$ cat src/rtl/door_if.sv
// Door controller handshake bundle.
// master: main elevator FSM / cabin side (drives requests, buttons, sensors, timer expiry).
// slave : door_controller (drives motor, dwell-timer request and status back).
//   open_req, car_moving, open_btn, close_btn, obstruct, timer_T : master -> slave
//   door_open, motor_open, motor_close, nudge, door_closed, door_done : slave -> master
interface door_if;
    logic open_req;
    logic car_moving;
    logic open_btn;
    logic close_btn;
    logic obstruct;
    logic timer_T;
    logic door_open;
    logic motor_open;
    logic motor_close;
    logic nudge;
    logic door_closed;
    logic door_done;

    modport master (
        output open_req, car_moving, open_btn, close_btn, obstruct, timer_T,
        input  door_open, motor_open, motor_close, nudge, door_closed, door_done
    );

    modport slave (
        input  open_req, car_moving, open_btn, close_btn, obstruct, timer_T,
        output door_open, motor_open, motor_close, nudge, door_closed, door_done
    );
endinterface

$ cat src/rtl/door_controller.sv
// Car-door sequencing FSM: open on request, hold open against the dwell timer, close with
// reopen-on-obstruction and a forced slow "nudge" close once reversals are exhausted.
// Ports:
//   clk   - system clock
//   reset - asynchronous, active-high reset
//   bus   - door_if.slave: requests/buttons/sensors/timer in, motor/status/timer request out
// All outputs are registered and decoded from the next state.
module door_controller #(
    parameter int unsigned MOVE_CYCLES = 50,
    parameter int unsigned MAX_REOPEN  = 3
) (
    input logic   clk,
    input logic   reset,
    door_if.slave bus
);

    localparam int unsigned MW = $clog2(2 * MOVE_CYCLES);
    localparam int unsigned RW = (MAX_REOPEN > 0) ? $clog2(MAX_REOPEN + 1) : 1;
    localparam logic [MW-1:0] MoveLast  = MW'(MOVE_CYCLES - 1);
    localparam logic [MW-1:0] NudgeLast = MW'(2 * MOVE_CYCLES - 1);

    typedef enum logic [2:0] {
        StClosed  = 3'd0,
        StOpening = 3'd1,
        StOpen    = 3'd2,
        StClosing = 3'd3,
        StNudge   = 3'd4
    } state_e;

    state_e          state_q, state_d;
    logic [MW-1:0]   move_cnt_q, move_cnt_d;
    logic [RW-1:0]   reopen_cnt_q, reopen_cnt_d;

    logic door_open_q, door_open_d;
    logic motor_open_q, motor_open_d;
    logic motor_close_q, motor_close_d;
    logic nudge_q, nudge_d;
    logic door_closed_q, door_closed_d;
    logic door_done_q, door_done_d;

    logic reopen_ok;
    assign reopen_ok = 32'(reopen_cnt_q) < MAX_REOPEN;

    always_comb begin
        state_d      = state_q;
        move_cnt_d   = move_cnt_q;
        reopen_cnt_d = reopen_cnt_q;

        case (state_q)
            StClosed: begin
                // Requests while the car moves are dropped, not queued.
                if ((bus.open_req || bus.open_btn) && !bus.car_moving) begin
                    state_d      = StOpening;
                    move_cnt_d   = '0;
                    reopen_cnt_d = '0;
                end
            end
            StOpening: begin
                if (move_cnt_q == MoveLast) begin
                    state_d    = StOpen;
                    move_cnt_d = '0;
                end else begin
                    move_cnt_d = move_cnt_q + MW'(1);
                end
            end
            StOpen: begin
                // open_btn outranks timer expiry and close_btn.
                if (bus.open_btn) begin
                    state_d = StOpen;
                end else if (bus.timer_T || bus.close_btn) begin
                    state_d    = StClosing;
                    move_cnt_d = '0;
                end
            end
            StClosing: begin
                if (bus.obstruct || bus.open_btn) begin
                    move_cnt_d = '0;
                    if (reopen_ok) begin
                        reopen_cnt_d = reopen_cnt_q + RW'(1);
                        state_d      = StOpening;
                    end else begin
                        state_d = StNudge;
                    end
                end else if (move_cnt_q == MoveLast) begin
                    state_d    = StClosed;
                    move_cnt_d = '0;
                end else begin
                    move_cnt_d = move_cnt_q + MW'(1);
                end
            end
            StNudge: begin
                if (move_cnt_q == NudgeLast) begin
                    state_d    = StClosed;
                    move_cnt_d = '0;
                end else begin
                    move_cnt_d = move_cnt_q + MW'(1);
                end
            end
            default: begin
                state_d      = StClosed;
                move_cnt_d   = '0;
                reopen_cnt_d = '0;
            end
        endcase
    end

    always_comb begin
        // Dropping door_open for one cycle restarts the dwell timer.
        door_open_d   = (state_d == StOpen) && !((state_q == StOpen) && bus.open_btn);
        motor_open_d  = (state_d == StOpening);
        motor_close_d = (state_d == StClosing) || (state_d == StNudge);
        nudge_d       = (state_d == StNudge);
        door_closed_d = (state_d == StClosed);
        door_done_d   = (state_d == StClosed) &&
                        ((state_q == StClosing) || (state_q == StNudge));
    end

    always_ff @(posedge clk or posedge reset) begin
        if (reset) begin
            state_q       <= StClosed;
            move_cnt_q    <= '0;
            reopen_cnt_q  <= '0;
            door_open_q   <= 1'b0;
            motor_open_q  <= 1'b0;
            motor_close_q <= 1'b0;
            nudge_q       <= 1'b0;
            door_closed_q <= 1'b1;
            door_done_q   <= 1'b0;
        end else begin
            state_q       <= state_d;
            move_cnt_q    <= move_cnt_d;
            reopen_cnt_q  <= reopen_cnt_d;
            door_open_q   <= door_open_d;
            motor_open_q  <= motor_open_d;
            motor_close_q <= motor_close_d;
            nudge_q       <= nudge_d;
            door_closed_q <= door_closed_d;
            door_done_q   <= door_done_d;
        end
    end

    assign bus.door_open   = door_open_q;
    assign bus.motor_open  = motor_open_q;
    assign bus.motor_close = motor_close_q;
    assign bus.nudge       = nudge_q;
    assign bus.door_closed = door_closed_q;
    assign bus.door_done   = door_done_q;

endmodule

$ cat src/flat_wrapper.sv
// flat-port wrapper written by rule: the top's interface ports become plain ports
module door_controller_flat 
#(
    parameter int unsigned MOVE_CYCLES = 50,
    parameter int unsigned MAX_REOPEN  = 3
)
  (clk, reset, bus_open_req, bus_car_moving, bus_open_btn, bus_close_btn, bus_obstruct, bus_timer_T, bus_door_open, bus_motor_open, bus_motor_close, bus_nudge, bus_door_closed, bus_door_done);
  door_if bus_i ();
  input logic clk;
  input logic reset;
  input wire logic [$bits(bus_i.open_req)-1:0] bus_open_req;
  input wire logic [$bits(bus_i.car_moving)-1:0] bus_car_moving;
  input wire logic [$bits(bus_i.open_btn)-1:0] bus_open_btn;
  input wire logic [$bits(bus_i.close_btn)-1:0] bus_close_btn;
  input wire logic [$bits(bus_i.obstruct)-1:0] bus_obstruct;
  input wire logic [$bits(bus_i.timer_T)-1:0] bus_timer_T;
  output wire logic [$bits(bus_i.door_open)-1:0] bus_door_open;
  output wire logic [$bits(bus_i.motor_open)-1:0] bus_motor_open;
  output wire logic [$bits(bus_i.motor_close)-1:0] bus_motor_close;
  output wire logic [$bits(bus_i.nudge)-1:0] bus_nudge;
  output wire logic [$bits(bus_i.door_closed)-1:0] bus_door_closed;
  output wire logic [$bits(bus_i.door_done)-1:0] bus_door_done;
  assign bus_i.open_req = bus_open_req;
  assign bus_i.car_moving = bus_car_moving;
  assign bus_i.open_btn = bus_open_btn;
  assign bus_i.close_btn = bus_close_btn;
  assign bus_i.obstruct = bus_obstruct;
  assign bus_i.timer_T = bus_timer_T;
  assign bus_door_open = bus_i.door_open;
  assign bus_motor_open = bus_i.motor_open;
  assign bus_motor_close = bus_i.motor_close;
  assign bus_nudge = bus_i.nudge;
  assign bus_door_closed = bus_i.door_closed;
  assign bus_door_done = bus_i.door_done;
  door_controller #(.MOVE_CYCLES(MOVE_CYCLES), .MAX_REOPEN(MAX_REOPEN)) u_core (.clk(clk), .reset(reset), .bus(bus_i));
endmodule
$ cat config.mk
export PLATFORM = sky130hd
export DESIGN_NAME = door_controller_flat
export DESIGN_NICKNAME = d
export VERILOG_FILES = /design/src/rtl/door_if.sv /design/src/rtl/door_controller.sv /design/src/flat_wrapper.sv
export SDC_FILE = /design/constraint.sdc
export NUM_CORES = 1
export LEC_CHECK = 0
export BUFFER_PORTS_ARGS = -buffer_cell sky130_fd_sc_hd__buf_2
export CORE_MARGIN = 4
export CORE_UTILIZATION = 48
export CTS_CLUSTER_SIZE = 10
export DETAILED_ROUTE_END_ITERATION = 12
export PLACE_DENSITY = 0.71
export SYNTH_ARGS = -nofsm -noshare
export SYNTH_HDL_FRONTEND = slang
export SYNTH_SLANG_ARGS = --single-unit
$ cat constraint.sdc
create_clock -name clk -period 1.7 [get_ports clk]
set_input_delay 0.085 -clock clk [delete_from_list [all_inputs] [get_ports clk]]
set_output_delay 0.085 -clock clk [all_outputs]
set_load 0.01 [all_outputs]
==> summary.txt <==
outcome -> complete, but fails checks
failing checks -> setup timing
DPL Wire Length -> 1.683 mm
Primary FF master, synth -> dfrtp_1
antenna cells -> 0
clock latency at the later pin of the worst-skew pair -> 0.29 ns
total CTS buffers -> 3
nets@finish -> 141
reg2reg start -> u_core.move_cnt_q[0]
clock root cell -> clkbuf_4
share of cells above drive strength 1 -> 44.96%
largest net degree at the start of global routing -> 19
Overflow after GRT -> 0
port bufs -> 13
worst path buffer plus inverter count -> 0
initial antenna violation count -> 0
vias in the first global route -> 867
Worst-path clk slew -> 0.11 ns
maximum vdd drop -> 1.177 mV
cell taking the most area after synthesis -> dfrtp_1
Hold WC Path Type -> input pin to flip-flop
CP startpoint kind -> flip-flop
Top Ports -> 14
critical-path maximum fanout -> 6
TritonCTS clock tree -> built
Critical Path RT -> 1.93 ns
final wirelength -> 2.346 mm
CP Capture Type -> flip-flop
# H-tree levels -> 1
Post-synth EDFFs -> 0
Ys Warns -> 0
# Post-CTS Setup Buffers -> 0
Post-Synthesis Cells -> 98
Synth Register Bits -> 18
Synth area leaders -> dfrtp_1, a22oi_2, ha_1, inv_1, o21bai_1
fin. max-slew vios -> 0
min setup slack post-route -> -0.01418 ns
Tightest Pin Transition -> 0.7022 ns
crit-path leading delay family -> compound AO/OA/AOI/OAI gates
Final Power -> 0.001924 W
Std-Cell Rows -> 16
Placer Congestion -> 0.8439
Yosys cell types -> 45
GRT Resource Usage Total -> 17.28%
CTS Sinks -> 18
DR iter-0 viols -> 28
min-delay src -> bus_obstruct
Layout area overhead -> 31.57%
die area -> 2972 um^2
Post-Route Utilization -> 68.25%
Hold Path Depth -> 3
clk_skew -> 0.006746 ns
post-synthesis sequential area ratio -> 43.49%
Reg2Reg Setup Slack -> -0.01 ns
residual DRC count -> 0
Fmax -> 0.5834 GHz
filler instances -> 157
CTS Buffer Depth -> 2
First-pass DRT Iterations -> 5
Synth top area share -> 40.96%
Post-Syn Area per Cell -> 10.60 um^2
via count -> 891
slew margin rel. -> 53.14%
max cap viols -> 0
ys async rst share -> 100.0%
final hold viol count -> 0
Die W -> 54.52 um
die height -> 54.52 um
crit path to -> u_core.bus.door_open
Worst Setup SP -> u_core.move_cnt_q[0]
critical path's largest stage delay -> 0.42 ns
Core Area -> 2002 um^2
drt wl/cell -> 15.04 um
CP Data Arrival Time -> 1.94 ns
R2R Path End -> u_core.bus.door_open
Final Setup Violations -> 1
Power Dens Cells -> 1408 nW/um^2
Post-DRT Antenna Nets -> 0
Crit-path slowest cell -> dfrtp_1
Tcrit/Tclk final -> 100.8%
Net Count, Synth -> 109
Crit Path Category -> flip-flop to flip-flop
total leakage power -> 0.6160 nW
Initial Util -> 51.88%
crit-path cells -> ha_4, and2b_2, a2111o_1, a31oi_4, and3b_1
routed vias/inst -> 5.712
Mapped Area -> 1038 um^2
RSZ-0062 raised after global routing -> yes
first-pass GRT wire length -> 3.767 mm
path depth of the worst reg2reg path -> 5
WP depth -> 5
fin crit period -> 1.714 ns
## cell type report
class                   instances  area [um^2]  area share (%)
flip-flops and latches         18        451.7           33.06
well taps                      27        33.78           2.473
clock buffers                   4        36.28           2.656
multi-input cells              69        619.3           45.33
inverters                       9        33.78           2.473
repair buffers                 29        191.4           14.01
## logic make-up after synthesis
logic type	count (synthesis)	share of synthesized area [%]
adder cells (fa/ha/maj)	3	3.615
flip-flops	18	43.49
multiplexers	2	2.169
AND/OR/NAND/NOR	32	19.16
XOR/XNOR	1	0.8435
AO/OA/AOI/OAI	31	26.27
buffers and inverters	11	4.457
## where the power goes
group	switching (W)	total, W	leakage (nW)	internal, W
Combinational	0.000497	0.00100	0.369	0.000506
Sequential	0.0000975	0.000657	0.226	0.000559
Clock	0.000134	0.000264	0.0210	0.000130
## metrics by stage
stage,hold slack [ns],instances,TNS [ns],area (um^2),setup slack (ns)
2_1_floorplan,0.02284,98,0,1039,0.02188
3_3_place_gp,0.2025,150,0,1230,0.03975
4_1_cts,0.1791,155,-0.002981,1280,-0.002981
3_5_place_dp,0.2273,150,0,1230,0.01043
6_report,0.1964,156,-0.01418,1366,-0.01418
5_1_grt,0.2264,156,-0.3499,1366,-0.07545
## worst min-delay path, delay by kind of cell
family,cells,cell delay [ns]
compound gates,2,0.25
buf+inv,1,0.12
## layer usage
metal / up-vias / wire (um) / share of wire, % / track usage [%]
met5: - / 0 / 0 / 0
met4: 0 / 33 / 1.4 / 6.224
met3: 4 / 88 / 3.8 / 1.635
met2: 21 / 1140 / 49 / 26.89
met1: 437 / 1084 / 46 / 24.83
li1: 429 / - / - / -
## cell usage after synthesis (3+ instances only)
master	count
nand3_1	3
inv_1	9
o21bai_1	4
ha_1	3
and3_1	3
and2_1	4
nand2_1	3
o22ai_1	3
dfrtp_1	17
nor2_1	5
a22oi_2	3
o21ai_1	3
## how the worst min path moves through the flow
stage / endpoint / slack (ns)
5_1_grt: u_core.state_q[1] / 0.23
6_report: u_core.bus.nudge / 0.20
4_1_cts: u_core.bus.nudge / 0.18
3_5_place_dp: u_core.move_cnt_q[1] / 0.23
3_3_place_gp: u_core.bus.motor_close / 0.20
2_1_floorplan: u_core.bus.door_done / 0.02
## flip-flops by register name, indices dropped and copies added, names as in the netlist
name and count:
u_core.bus.motor_close 1, u_core.bus.motor_open 1, u_core.reopen_cnt_q 2, u_core.move_cnt_q 7
u_core.bus.door_closed 1, u_core.state_q 3, u_core.bus.nudge 1, u_core.bus.door_open 1
u_core.bus.door_done 1
## repair_timing
| item | in CTS | in global routing |
|---|---|---|
| hold buffers | 1 | 0 |
| endpoints found under the setup margin | 2 | 14 |
| pin swaps | 1 | 12 |
| gates resized for setup | 3 | 18 |
| endpoints found under the hold margin | 17 | 0 |
| cloned | 0 | 1 |
## cells in the final DEF, fill, tap and decap left out, types with 2 or more instances in the layout
cell / n
dfrtp_1: 17
mux2_2: 2
inv_1: 8
buf_2: 13
a22oi_2: 3
and3_1: 3
nand3_1: 3
o211ai_1: 2
and2_1: 4
buf_4: 14
nand3b_1: 2
nand2_1: 3
clkbuf_4: 3
nor2_1: 4
o21ai_0: 2
o21ai_1: 2
o22ai_1: 3
and2b_2: 2
o21bai_1: 4
(Power assumes the default switching activity.)
